File: src/rtl/vga_frame_ctrl_if.sv
// rtl/vga_frame_ctrl_if.sv - host update handshake bundle for the VGA frame controller
interface vga_frame_ctrl_if;
  logic [15:0] upd_value;
  logic        upd_valid;
  logic        upd_ready;

  modport master (output upd_value, output upd_valid, input upd_ready);
  modport slave  (input upd_value, input upd_valid, output upd_ready);
endinterface

File: src/rtl/vga_frame_ctrl.sv
// rtl/vga_frame_ctrl.sv - 640x480 VGA timing generator with tear-free displayed-value register
module vga_frame_ctrl #(
  parameter int CLK_DIV  = 4,
  parameter int H_ACTIVE = 640,
  parameter int H_FP     = 16,
  parameter int H_SYNC   = 96,
  parameter int H_BP     = 48,
  parameter int V_ACTIVE = 480,
  parameter int V_FP     = 10,
  parameter int V_SYNC   = 2,
  parameter int V_BP     = 33
) (
  input  logic               CLK100MHZ,
  input  logic               rst,
  vga_frame_ctrl_if.slave    upd,
  output logic [15:0]        disp_value,
  output logic               pix_tick,
  output logic [9:0]         hcount,
  output logic [9:0]         vcount,
  output logic               video_on,
  output logic               VGA_HS,
  output logic               VGA_VS,
  output logic               frame_start
);

  localparam int H_TOTAL = H_ACTIVE + H_FP + H_SYNC + H_BP;
  localparam int V_TOTAL = V_ACTIVE + V_FP + V_SYNC + V_BP;
  localparam int DW      = $clog2(CLK_DIV);

  typedef enum logic {IDLE, PENDING} state_e;

  state_e        state_q, state_d;
  logic [DW-1:0] div_q, div_d;
  logic [9:0]    hcount_q, hcount_d, vcount_q, vcount_d;
  logic          pix_tick_q, pix_tick_d;
  logic          video_on_q, video_on_d;
  logic          hs_q, hs_d, vs_q, vs_d;
  logic          frame_start_q, frame_start_d;
  logic [15:0]   shadow_q, shadow_d, disp_q, disp_d;
  logic          ready_q, ready_d;
  logic          tick, h_last, v_last, commit;

  always_comb begin
    tick   = (div_q == DW'(CLK_DIV - 1));
    h_last = (hcount_q == 10'(H_TOTAL - 1));
    v_last = (vcount_q == 10'(V_TOTAL - 1));
    // Commit on the tick that moves the counters into (0, V_ACTIVE): first blanking line.
    commit = tick && h_last && (vcount_q == 10'(V_ACTIVE - 1));

    div_d    = tick ? '0 : div_q + 1'b1;
    hcount_d = hcount_q;
    vcount_d = vcount_q;
    if (tick) begin
      hcount_d = h_last ? 10'd0 : hcount_q + 10'd1;
      if (h_last) begin
        vcount_d = v_last ? 10'd0 : vcount_q + 10'd1;
      end
    end

    // Decode from next-count values so the registered flags line up with the counters.
    pix_tick_d    = (div_d == DW'(CLK_DIV - 1));
    video_on_d    = (hcount_d < 10'(H_ACTIVE)) && (vcount_d < 10'(V_ACTIVE));
    hs_d          = !((hcount_d >= 10'(H_ACTIVE + H_FP)) &&
                      (hcount_d <  10'(H_ACTIVE + H_FP + H_SYNC)));
    vs_d          = !((vcount_d >= 10'(V_ACTIVE + V_FP)) &&
                      (vcount_d <  10'(V_ACTIVE + V_FP + V_SYNC)));
    frame_start_d = tick && h_last && v_last;

    state_d  = state_q;
    shadow_d = shadow_q;
    disp_d   = disp_q;
    ready_d  = ready_q;
    case (state_q)
      IDLE: begin
        if (upd.upd_valid && ready_q) begin
          shadow_d = upd.upd_value;
          state_d  = PENDING;
          ready_d  = 1'b0;
        end
      end
      PENDING: begin
        if (commit) begin
          disp_d  = shadow_q;
          state_d = IDLE;
          ready_d = 1'b1;
        end
      end
      default: begin
        state_d = IDLE;
        ready_d = 1'b1;
      end
    endcase
  end

  always_ff @(posedge CLK100MHZ or negedge rst) begin
    if (!rst) begin
      state_q       <= IDLE;
      div_q         <= '0;
      hcount_q      <= 10'd0;
      vcount_q      <= 10'd0;
      pix_tick_q    <= 1'b0;
      video_on_q    <= 1'b0;
      hs_q          <= 1'b1;
      vs_q          <= 1'b1;
      frame_start_q <= 1'b0;
      shadow_q      <= 16'h0000;
      disp_q        <= 16'h0000;
      ready_q       <= 1'b1;
    end else begin
      state_q       <= state_d;
      div_q         <= div_d;
      hcount_q      <= hcount_d;
      vcount_q      <= vcount_d;
      pix_tick_q    <= pix_tick_d;
      video_on_q    <= video_on_d;
      hs_q          <= hs_d;
      vs_q          <= vs_d;
      frame_start_q <= frame_start_d;
      shadow_q      <= shadow_d;
      disp_q        <= disp_d;
      ready_q       <= ready_d;
    end
  end

  assign upd.upd_ready = ready_q;
  assign disp_value    = disp_q;
  assign pix_tick      = pix_tick_q;
  assign hcount        = hcount_q;
  assign vcount        = vcount_q;
  assign video_on      = video_on_q;
  assign VGA_HS        = hs_q;
  assign VGA_VS        = vs_q;
  assign frame_start   = frame_start_q;

endmodule

File: src/flat_wrapper.sv
// flat-port wrapper written by rule: the top's interface ports become plain ports
module vga_frame_ctrl_flat 
#(
  parameter int CLK_DIV  = 4,
  parameter int H_ACTIVE = 640,
  parameter int H_FP     = 16,
  parameter int H_SYNC   = 96,
  parameter int H_BP     = 48,
  parameter int V_ACTIVE = 480,
  parameter int V_FP     = 10,
  parameter int V_SYNC   = 2,
  parameter int V_BP     = 33
)
  (CLK100MHZ, rst, disp_value, pix_tick, hcount, vcount, video_on, VGA_HS, VGA_VS, frame_start, upd_upd_value, upd_upd_valid, upd_upd_ready);
  vga_frame_ctrl_if upd_i ();
  input  logic CLK100MHZ;
  input  logic rst;
  output logic [15:0] disp_value;
  output logic pix_tick;
  output logic [9:0] hcount;
  output logic [9:0] vcount;
  output logic video_on;
  output logic VGA_HS;
  output logic VGA_VS;
  output logic frame_start;
  input wire logic [$bits(upd_i.upd_value)-1:0] upd_upd_value;
  input wire logic [$bits(upd_i.upd_valid)-1:0] upd_upd_valid;
  output wire logic [$bits(upd_i.upd_ready)-1:0] upd_upd_ready;
  assign upd_i.upd_value = upd_upd_value;
  assign upd_i.upd_valid = upd_upd_valid;
  assign upd_upd_ready = upd_i.upd_ready;
  vga_frame_ctrl #(.CLK_DIV(CLK_DIV), .H_ACTIVE(H_ACTIVE), .H_FP(H_FP), .H_SYNC(H_SYNC), .H_BP(H_BP), .V_ACTIVE(V_ACTIVE), .V_FP(V_FP), .V_SYNC(V_SYNC), .V_BP(V_BP)) u_core (.CLK100MHZ(CLK100MHZ), .rst(rst), .upd(upd_i), .disp_value(disp_value), .pix_tick(pix_tick), .hcount(hcount), .vcount(vcount), .video_on(video_on), .VGA_HS(VGA_HS), .VGA_VS(VGA_VS), .frame_start(frame_start));
endmodule
File: config.mk
export PLATFORM = sky130hd
export DESIGN_NAME = vga_frame_ctrl_flat
export DESIGN_NICKNAME = d
export VERILOG_FILES = /design/src/rtl/vga_frame_ctrl_if.sv /design/src/rtl/vga_frame_ctrl.sv /design/src/flat_wrapper.sv
export SDC_FILE = /design/constraint.sdc
export NUM_CORES = 1
export LEC_CHECK = 0
export ABC_AREA = 1
export BUFFER_PORTS_ARGS = -buffer_cell sky130_fd_sc_hd__buf_2
export CORE_ASPECT_RATIO = 0.7
export CORE_MARGIN = 3
export CORE_UTILIZATION = 30
export CTS_CLUSTER_SIZE = 25
export DETAILED_ROUTE_END_ITERATION = 8
export PLACE_DENSITY = 0.47
export SYNTH_ARGS = -nofsm -noshare
export SYNTH_HDL_FRONTEND = slang
export SYNTH_SLANG_ARGS = --single-unit
File: constraint.sdc
create_clock -name CLK100MHZ -period 3.8 [get_ports CLK100MHZ]
set_input_delay 0.76 -clock CLK100MHZ [delete_from_list [all_inputs] [get_ports CLK100MHZ]]
set_output_delay 0.76 -clock CLK100MHZ [all_outputs]
set_load 0.02 [all_outputs]
==> flow_summary.yaml <==
synth:
  synthCells: 340
  synth-seq-cells: 61
  ys_seq_area_share_pct: 53.7
  yosysWarningCount: 0
  synth_area_leaders: "dfrtp_1, nand2_1, inv_1"
  netlist_area_um2: 2850
  avgSynthCellArea_um2: 8.38
  yosys.area.top_type: "dfrtp_1"
  synth_fp_nets: 364
  netlist-cell-type-count: 26
  netlist.area_leader.share_pct: 50.9
setup_path:
  path_max_fanout: 26
  cp.arrival_ns: 2.27
  cp.required_ns: 4.00
  start_kind: "flip-flop"
  crit_type: "flip-flop to flip-flop"
  cp-end-kind: "flip-flop"
finish:
  antenna-diode-count: 0
  nets: 430
  fillerInstances: 1007
  drive_gt1_share_pct: 24.9
  area_growth_pct: 24.6
  final_area_um2: 3550
floorplan:
  die_area_um2: 10700
  die_height_um: 87.5
  rows: 29
  initial_core_util_pct: 31.2
  ios: 61
  die_w_um: 122
  core-area_um2: 9140
timing:
  worst_pin_slew_ns: 0.562
  timing.final.max_slew_violations: 0
  finalSetupTns_ns: 0
  max_freq_ghz: 0.484
  relSlewSlack_pct: 62.5
  finalSetupViolations: 0
  fin_crit_ns: 2.07
  period_share_pct: 54.3
  fin_skew_ns: 0.00675
  finalHoldViolCount: 0
  rsz0062_at_grt: "false"
clock_network:
  cts_setup_buffers: 0
  cts.path.max_buffers: 2
  cts_sinks: 61
  cts_made_buffers: 9
  path_clk_slew_ns: 0.05
  clock_latency_ns: 0.32
  hold_buffers: 0
  cts-resized-gates: 0
  cts_tree: "built"
  h-tree-depth: 3
  root_buffer: "clkbuf_16"
global_routing:
  grt_pass1_vias: 2315
  met3_usage_pct: 4.00
  use_met2_pct: 19.1
  grt.met1_usage_pct: 19.5
  antenna_found_initial: 0
  grt_overflow: 0
  grt_pass1_wl_um: 11200
  grt_util_all_layers_pct: 13.5
  grt_max_degree: 39
  busiest_layer: "met1"
worst_hold_path:
  hold_path_class: "primary input to asynchronous set/reset pin"
detailed_routing:
  via_per_inst: 4.27
  drtPass1Iterations: 5
  vias: 2281
  wire_per_inst_um: 12.1
  drc: 0
  drtIter0Drc: 114
  wl_um: 6490
  drtAntennaViolNets: 0
place:
  numPortBuffers: 60
  dpl-instance-area_um2: 3260
  dp_hpwl_um: 4750
  place.gp.congestion: 0.821
run_status:
  status: "finished clean"
pwr:
  ir_drop_uv: 180
  powerDensity_nw_per_um2: 406
  p_leak_nw: 1.99
run:
  max_cap_viol_count: 0
-- where the power goes --
part	switching (W)	internal, W
logic	0.0000154	0.00000716
clock network	0.000281	0.000489
registers	0	0.000650
-- worst paths after layout --
path / start / end / slack (ns) / cells after the start
min: rst / u_core.disp_value[11] / 0.43 / 1
min in group CLK100MHZ: u_core.div_q[0] / u_core.div_q[0] / 0.45 / 1
max in group asynchronous: rst / u_core.upd.upd_ready / 2.45 / 2
max: u_core.hcount[0] / u_core.disp_value[6] / 1.73 / 8
max reg2reg: u_core.hcount[0] / u_core.disp_value[6] / 1.73 / 8
min reg2reg: u_core.div_q[0] / u_core.div_q[0] / 0.45 / 1
-- final cells by class --
| class | count | area (µm²) | share of cell area, % |
|---|---|---|---|
| clock buffer | 12 | 267 | 7.51 |
| sequential | 61 | 1530 | 43.1 |
| inverter | 51 | 191 | 5.39 |
| tap | 124 | 155 | 4.37 |
| multi-input combinational | 221 | 1070 | 30.2 |
| timing repair buffer | 62 | 315 | 8.88 |
| clock inverter | 3 | 20.0 | 0.564 |
-- cells by family (layout without fill, tap and decap cells) --
kind of cell             count (synthesis)  count (layout)  synth area share [%]
AND/OR/NAND/NOR                        185             185                  28.3
flip-flops                              61              61                  53.7
buffers and inverters                   58             128                  8.70
AO/OA/AOI/OAI                           28              28                  6.19
adder cells (fa/ha/maj)                  5               5                  2.20
XOR/XNOR                                 3               3                 0.922
-- sequential cells by signal, summed over array words and instances (netlist names) --
signal / flops
u_core.disp_value: 16
u_core.shadow_q: 16
u_core.hcount: 10
u_core.vcount: 10
u_core.div_q: 2
u_core.VGA_HS: 1
u_core.VGA_VS: 1
u_core.frame_start: 1
u_core.pix_tick: 1
u_core.state_q: 1
u_core.upd.upd_ready: 1
u_core.video_on: 1
-- layout by cell type (no fill, tap or decap), drive strengths merged --
cell      netlist  routed
ha              5       5
xor2            1       1
or2             1       1
nand4           7       7
nor3            4       4
nand3          28      28
o21bai          1       1
dfstp           3       3
buf             5      62
nand2         114     114
inv            50      50
dfrtp          58      58
clkinvlp        0       2
clkinv          1       2
clkbuf          2      12
nor2           31      31
xnor2           2       2
o21ai          26      26
a21oi           1       1
-- cell usage after synthesis --
master	number
nor3_4	1
xnor2_1	2
o21ai_2	9
or2_1	1
dfstp_2	3
o21bai_1	1
nand2_1	108
buf_6	3
nand3_1	26
clkinv_1	1
inv_1	50
nand3_2	2
xor2_1	1
a21oi_1	1
nor3_1	3
clkbuf_1	2
ha_1	5
buf_4	2
nand4_1	7
o21ai_0	16
nor2_1	27
nand2_4	1
nand2_2	5
dfrtp_1	58
nor2_2	4
o21ai_1	1
-- critical path, stage by stage (launching register included) --
cell and delay [ns]:
dfrtp_1 0.40, ha_1 0.19, nand2_1 0.10, nor2_2 0.13
nand3_2 0.15, nor3_4 0.43, nand2_4 0.31, nand2_1 0.16
o21ai_2 0.06
-- metal layers --
layer / up-vias / routed length (µm)
li1: 1186 / -
met1: 1048 / 3450
met2: 43 / 2630
met3: 4 / 346
met4: 0 / 62
met5: - / 0
-- through the flow --
step	util [%]	total power [W]	setup WS, ns	hold slack, ns	cells
floorplan	-	0.000662	1.95	0.424	340
global placement	35.7	0.000686	1.72	0.436	519
detailed placement	35.7	0.000685	1.71	0.448	519
CTS	38.8	0.00146	1.70	0.447	534
global route	38.8	0.00150	1.46	0.465	534
finish	38.8	0.00144	1.73	0.427	534
No activity file was read; power rests on OpenSTA's default activity.
